<file path="config.mk">
export PLATFORM = sky130hd
export DESIGN_NAME = input_fifo
export DESIGN_NICKNAME = d
export VERILOG_FILES = /design/src/rtl/input_fifo.sv
export SDC_FILE = /design/constraint.sdc
export NUM_CORES = 1
export LEC_CHECK = 0
export BUFFER_PORTS_ARGS = -buffer_cell sky130_fd_sc_hd__buf_4
export CAP_MARGIN = 10
export CORE_UTILIZATION = 45
export CTS_CLUSTER_DIAMETER = 120
export DETAILED_ROUTE_END_ITERATION = 16
export HOLD_SLACK_MARGIN = 0.12
export MAX_ROUTING_LAYER = met4
export PLACE_DENSITY = 0.68
export SYNTH_ARGS = -nofsm -noshare
export SYNTH_HDL_FRONTEND = slang
export SYNTH_SLANG_ARGS = --single-unit
</file>
<file path="constraint.sdc">
create_clock -name clk -period 1.95 [get_ports clk]
set_input_delay 0.0975 -clock clk [delete_from_list [all_inputs] [get_ports clk]]
set_output_delay 0.0975 -clock clk [all_outputs]
set_load 0.1 [all_outputs]
</file>
<file path="src/rtl/input_fifo.sv">
// Router input-port flit buffer: circular FIFO with first-word-fall-through
// head, early ready for a registered-valid sender, and sticky overflow flag.
module input_fifo #(
  parameter int DATA_WIDTH = 32,
  parameter int DEPTH      = 4,
  parameter int PTR_WIDTH  = 2
) (
  input  logic                  clk,
  input  logic                  rst,
  input  logic                  valid_in,
  input  logic [DATA_WIDTH-1:0] data_in,
  output logic                  ready_out,
  input  logic                  read_en,
  output logic [DATA_WIDTH-1:0] data_out,
  output logic                  empty,
  output logic                  full,
  output logic [PTR_WIDTH:0]    count,
  output logic                  overflow
);

  localparam logic [PTR_WIDTH:0] DEPTH_C =
    (PTR_WIDTH+1)'(DEPTH);
  localparam logic [PTR_WIDTH:0] RDY_MAX =
    (PTR_WIDTH+1)'(DEPTH - 2);
  localparam logic [PTR_WIDTH-1:0] LAST_PTR =
    PTR_WIDTH'(DEPTH - 1);

  logic [DATA_WIDTH-1:0] mem [DEPTH];
  logic [PTR_WIDTH-1:0]  wr_ptr;
  logic [PTR_WIDTH-1:0]  rd_ptr;
  logic                  wr;
  logic                  rd;

  function automatic logic [PTR_WIDTH-1:0] nxt(
    input logic [PTR_WIDTH-1:0] p
  );
    return (p == LAST_PTR) ? '0 : p + 1'b1;
  endfunction

  assign empty     = (count == '0);
  assign full      = (count == DEPTH_C);
  // two free slots: one flit may already be in flight
  assign ready_out = (count <= RDY_MAX);
  assign rd        = read_en && !empty;
  assign wr        = valid_in && (!full || rd);
  assign data_out  = mem[rd_ptr];

  always_ff @(posedge clk) begin
    if (wr && !rst)
      mem[wr_ptr] <= data_in;
  end

  always_ff @(posedge clk) begin
    if (rst) begin
      wr_ptr   <= '0;
      rd_ptr   <= '0;
      count    <= '0;
      overflow <= 1'b0;
    end else begin
      if (wr)
        wr_ptr <= nxt(wr_ptr);
      if (rd)
        rd_ptr <= nxt(rd_ptr);
      unique case ({wr, rd})
        2'b10:   count <= count + 1'b1;
        2'b01:   count <= count - 1'b1;
        default: count <= count;
      endcase
      if (valid_in && !wr)
        overflow <= 1'b1;
    end
  end

endmodule

</file>
==> impl_metrics.json, run 1 <==
{
  "vias": 2666,
  "path_class": "reg -> out",
  "root_buffer": "clkbuf_16",
  "stdcell_count": 523,
  "critical_path.max_stage_delay_ns": 0.51,
  "hold_ws_ns": 0.432,
  "yosysSeqAreaShare_pct": 76.7,
  "firstDrtPassIters": 4,
  "hold_path.class": "in -> reg",
  "final_util_pct": 62.9,
  "cts_max_path_buffers": 2,
  "fin_skew_ns": 0.00461,
  "synth_seq_cells": 138,
  "drc": 0,
  "antenna_found_initial": 0,
  "ios": 75,
  "drt_iter0_drc": 88,
  "status": "finished clean",
  "p_leak_uw": 0.00250,
  "crit_required_ns": 1.85,
  "final_area_sq_um": 7180,
  "clk_latency_ns": 0.41,
  "slew_violations": 0,
  "fin_nets": 409,
  "ant_nets": 0,
  "cts_tree": "yes",
  "netlist_top_cells_area": "edfxtp_1 (73%), mux4_2 (14%), dfxtp_1 (3.8%)",
  "overflow": 0,
  "hpwl_mm": 5.42,
  "critical_path_peak_fanout": 11,
  "port_buffers": 74,
  "yosysWarnings": 0,
  "slew_headroom_pct": 79.3,
  "seq_area_sq_um": 4060,
  "synth_top_flop_cell": "edfxtp_1",
  "fillers": 806,
  "wire_per_inst_um": 17.8,
  "area_delta_synth_final_pct": 36.1,
  "synth_nets": 280,
  "setup_tns_ns": 0,
  "max_freq_mhz": 531,
  "synthArstFlopShare_pct": 0,
  "syn_inst": 238,
  "cts_sinks": 138,
  "min_period_over_period_pct": 96.5,
  "die_w_um": 110,
  "finalSetupViolCount": 0,
  "gp_congestion": 0.746,
  "grt_max_degree": 29,
  "antenna_cells": 0,
  "dp.cells": 453,
  "cp_data_arrival_time_ns": 1.78,
  "wl_mm": 9.32,
  "timing.final.hold_violations": 0,
  "cap_violations": 0,
  "multi_input_area_sq_um": 1120,
  "period_needed_ns": 1.88,
  "grt_pass1_wl_mm": 14.4,
  "r2r_cells": 6,
  "min_path_cells": 2,
  "clk_pin_slew_worst_paths_ns": 0.06,
  "worst_slew_pin_slew_ns": 0.308,
  "critPathLaunchType": "flop",
  "avgSynthCellArea_sq_um": 22.1,
  "synth_edf_count": 128,
  "endpoint_kind": "output pin",
  "grt_pass1_vias": 2765,
  "dieArea_sq_um": 12200,
  "track_usage_pct": 17.5,
  "powerDensity_nw_per_um2": 1180,
  "path_cells": "buf_12 > mux4_2 > buf_4",
  "netlist_area_sq_um": 5270,
  "routed_via_density": 5.10,
  "cts_buffers": 17,
  "h-tree-depth": 4,
  "fp-row-count": 39,
  "dpl_cell_area_sq_um": 6110,
  "grt_setup_unrepaired": "no",
  "initial_core_util_pct": 46.2,
  "synth_cell_types": 34,
  "die-height_um": 110,
  "drive_gt1_share_pct": 44.2,
  "ir_drop_uv": 655,
  "synth_top_cell_area_share_pct": 72.9,
  "yosysTopAreaCell": "edfxtp_1",
  "core_area_sq_um": 11400,
  "slowest_stage": "mux4_2"
}
## stage by stage
| stage | setup slack [ns] | power, uW |
|---|---|---|
| floorplan | 0.000197 | 4720 |
| global placement | 0.179 | 5050 |
| detailed placement | 0.126 | 5070 |
| CTS | 0.0280 | 8530 |
| global route | 0.000366 | 8740 |
| finish | 0.0679 | 8450 |
## layer usage
| layer | track usage (%) | routed length (um) | vias up |
|---|---|---|---|
| met5 | - | 0 | - |
| met4 | 7.33 | 116 | 0 |
| met3 | 4.82 | 420 | 12 |
| met2 | 27.0 | 4610 | 73 |
| met1 | 22.0 | 4180 | 1336 |
| li1 | - | - | 1245 |
## critical path, delay by kind of cell, from the launching register on
| kind | cells | cell delay [ns] |
|---|---|---|
| multiplexers | 1 | 0.51 |
| flip-flops | 1 | 0.43 |
| buffers and inverters | 2 | 0.43 |
## registers in the layout, summed over array words and instances, names as in the netlist, named ones only
register and flops:
mem 128, count 3, rd_ptr 2, wr_ptr 2, overflow 1
## cell families after synthesis
kind of cell               count (synthesis)  synth area share (%)
AOI/OAI and AO/OA                         15                  2.18
buffers and inverters                     20                  2.42
muxes                                     33                  13.9
xor gates and xnor gates                   2                 0.332
and+or+nand+nor                           24                  2.92
adders and majority gates                  6                  1.57
DFF                                      138                  76.7
## cell type report
type | instances | area share (%)
well taps | 143 | 2.49
flip-flops and latches | 138 | 56.6
repair buffers | 123 | 16.3
multi-input cells | 80 | 15.6
clock inverters | 15 | 2.77
inverters | 7 | 0.401
clock buffers | 17 | 5.93
## synth_stat cells (2+ instances only)
cell / count
a21oi_1: 4
and2_1: 5
buf_2: 4
buf_4: 4
buf_6: 4
dfxtp_1: 10
edfxtp_1: 128
ha_1: 5
inv_1: 6
mux4_2: 32
nand3_1: 2
nand3b_1: 2
nor2_1: 5
nor3_1: 2
o2111ai_1: 2
o21ai_0: 2
or2b_1: 2
or3_1: 2
xor2_1: 2
## layout by cell type (no fill, tap or decap), types with 3 or more instances in the layout
cell           count
buf_4             69
dfxtp_4            4
clkinv_4           4
inv_1              6
dlygate4sd3_1     35
bufinv_16          4
buf_12             8
mux4_2            32
a21oi_1            3
ha_1               5
nor2_1             5
edfxtp_1         128
and2_2             4
dfxtp_1            5
clkbuf_16         17
clkinv_2           4
buf_6             10
## report_power, final
part | leakage (uW) | switching [uW] | internal, uW
clock | 0.000303 | 1190 | 2140
sequential | 0.00125 | 67.4 | 3340
combinational | 0.000947 | 1170 | 540
## final timing paths
kind / start / to / slack (ns)
worst max-delay path: flop / data_out[1] / 0.07
worst max register to register: count[1] / count[1] / 0.10
worst min-delay path: data_in[18] / mem[0][18] / 0.43
worst min register to register: overflow / overflow / 0.49
## repair_timing
action                                  in CTS  in global routing
hold endpoints to repair                   138                  0
cloned                                       1                  0
setup buffers                                2                  0
endpoints found under the setup margin      28                  3
hold buffers                                35                  0
gates resized for setup                     12                  3
Power figures use the tool's default switching activity.
==> inputs of run 2 (changes only) <==
CTS_BUF_LIST = sky130_fd_sc_hd__clkbuf_4 sky130_fd_sc_hd__clkbuf_8   (was not set)
RECOVER_POWER = 25   (was not set)
==> run 2 against run 1 <==
Compared with the run above:
- global-route usage increased by 0.13 points
- worst setup slack improved by 0.0054 ns
- fmax up 0.29%
- sequential share of layout area rose by 1.5 points
- core utilization shrank 1.6 points
- register-to-register slack is essentially flat
- non-clock buffer count fell by 1
- worst hold slack worse by 0.014 ns
- sequential cell count is the same
- power fell by 9.8%
- via count rose by 1.2%
- critical path type unchanged
==> impl_metrics.json, run 2 (synthesis results as in run 1) <==
{
  "slew_headroom_pct": 79.3,
  "period_needed_ns": 1.88,
  "ant_nets": 0,
  "fin_skew_ns": 0.0117,
  "critical_path.max_stage_delay_ns": 0.52,
  "gp_congestion": 0.746,
  "setup_ws_ns": 0.0732,
  "fp-row-count": 39,
  "wl_mm": 9.36,
  "gr-usage-met1_pct": 21.2,
  "grt_pass1_vias": 2765,
  "core_area_sq_um": 11400,
  "drt_iter0_drc": 95,
  "critPathLaunchType": "flop",
  "timing.final.hold_violations": 0,
  "powerDensity_nw_per_um2": 1090,
  "dpl_cell_area_sq_um": 6110,
  "track_usage_pct": 17.6,
  "slowest_stage": "mux4_2",
  "critical_path_peak_fanout": 11,
  "ir_drop_uv": 646,
  "clk_pin_slew_worst_paths_ns": 0.07,
  "layout_common_cells": "edfxtp_1 (128), dlygate4sd3_1 (35), mux4_2 (32), buf_6 (31), buf_4 (26)",
  "final_util_pct": 61.2,
  "reg.largest.list": "mem (128), count (3)",
  "dieArea_sq_um": 12200,
  "hpwl_mm": 5.42,
  "path_cells": "buf_12 > mux4_2 > buf_6",
  "h-tree-depth": 4,
  "grtUsageMet2_pct": 28.1,
  "overflow": 0,
  "max_freq_mhz": 533,
  "p_leak_uw": 0.00236,
  "endpoint_kind": "output pin",
  "top_register": "mem",
  "antenna_cells": 0,
  "slew_violations": 0,
  "r2r_end": "count[1]",
  "drive_gt1_share_pct": 38.8,
  "min-delay-start": "data_in[8]",
  "cts_max_path_buffers": 2,
  "r2r_cells": 6,
  "firstDrtPassIters": 4,
  "root_buffer": "clkbuf_8",
  "cts_tree": "yes",
  "path_buf_inv": 2,
  "drc": 0,
  "finalSetupViolCount": 0,
  "largest_reg_flops": 128,
  "vias": 2699,
  "worst_slew_pin_slew_ns": 0.308,
  "cp_data_arrival_time_ns": 1.78,
  "post-place-ws_ns": 0.126,
  "grt_setup_unrepaired": "yes",
  "cap_violations": 0,
  "hold_path.class": "in -> reg",
  "initial_core_util_pct": 46.2,
  "min_to": "mem[2][8]",
  "r2r_setup_slack_ns": 0.10,
  "path_class": "reg -> out",
  "cts_buffers": 17,
  "final_common_cell": "edfxtp_1",
  "status": "finished clean",
  "use_met3_pct": 5.00,
  "wire_per_inst_um": 17.9,
  "grt_max_degree": 29,
  "die-height_um": 110,
  "worstReg2RegStart": "count[1]",
  "min_path_cells": 2,
  "die_w_um": 110,
  "routed_via_density": 5.17,
  "crit_required_ns": 1.85,
  "final_area_sq_um": 6990,
  "grt_pass1_wl_mm": 14.4,
  "crit_family": "multiplexers",
  "hold_ws_ns": 0.418,
  "antenna_found_initial": 0,
  "cts_sinks": 138,
  "clk_latency_ns": 0.43,
  "fin_nets": 408,
  "area_delta_synth_final_pct": 32.6,
  "top_usage_layer": "met2",
  "ios": 75,
  "min_period_over_period_pct": 96.2,
  "port_buffers": 74
}
==> run 2: worst max-delay path by stage <==
stage	start	to	slack (ns)	cells after the start
2_1_floorplan	count[1]	count[2]	0.0002	7
3_3_place_gp	count[1]	count[1]	0.18	6
3_5_place_dp	count[1]	count[1]	0.13	6
4_1_cts	flop	data_out[15]	0.002	3
5_1_grt	flop	data_out[17]	-0.009	3
6_report	flop	data_out[1]	0.07	3
==> run 2: per-stage QoR <==
step | TNS [ns] | total power (uW) | std cells
6_report | 0 | 7620 | 522
5_1_grt | -0.0497 | 7900 | 522
4_1_cts | 0 | 7660 | 522
3_5_place_dp | 0 | 5070 | 453
3_3_place_gp | 0 | 5050 | 453
2_1_floorplan | 0 | 4720 | 238
==> run 2: final cells by class <==
type / instances / area, sq um
clock buffers: 17 / 234
clock inverters: 15 / 199
fillers: 839 / 4430
inverters: 7 / 28.8
multi-input cells: 80 / 1120
flip-flops and latches: 138 / 4060
well taps: 143 / 179
repair buffers: 122 / 1170
==> run 2: timing repair <==
action | in CTS | in global routing
resized for setup | 15 | 23
buffers inserted | 1 | 0
endpoints found under the setup margin | 28 | 23
gates cloned | 1 | 0
hold buffers | 35 | 0
endpoints found under the hold margin | 138 | 0
==> run 2: per-layer routing <==
layer  part of all wire [%]  up-vias
li1                       -     1240
met1                     43     1376
met2                     51       74
met3                    4.3        9
met4                    1.2        0
met5                      0        -
==> run 2: power by group <==
group	total (uW)	leakage [uW]	switching [uW]	internal, uW
clock	2470	0.000216	1070	1390
sequential	3400	0.00125	67.1	3330
combinational	1750	0.000897	1190	565
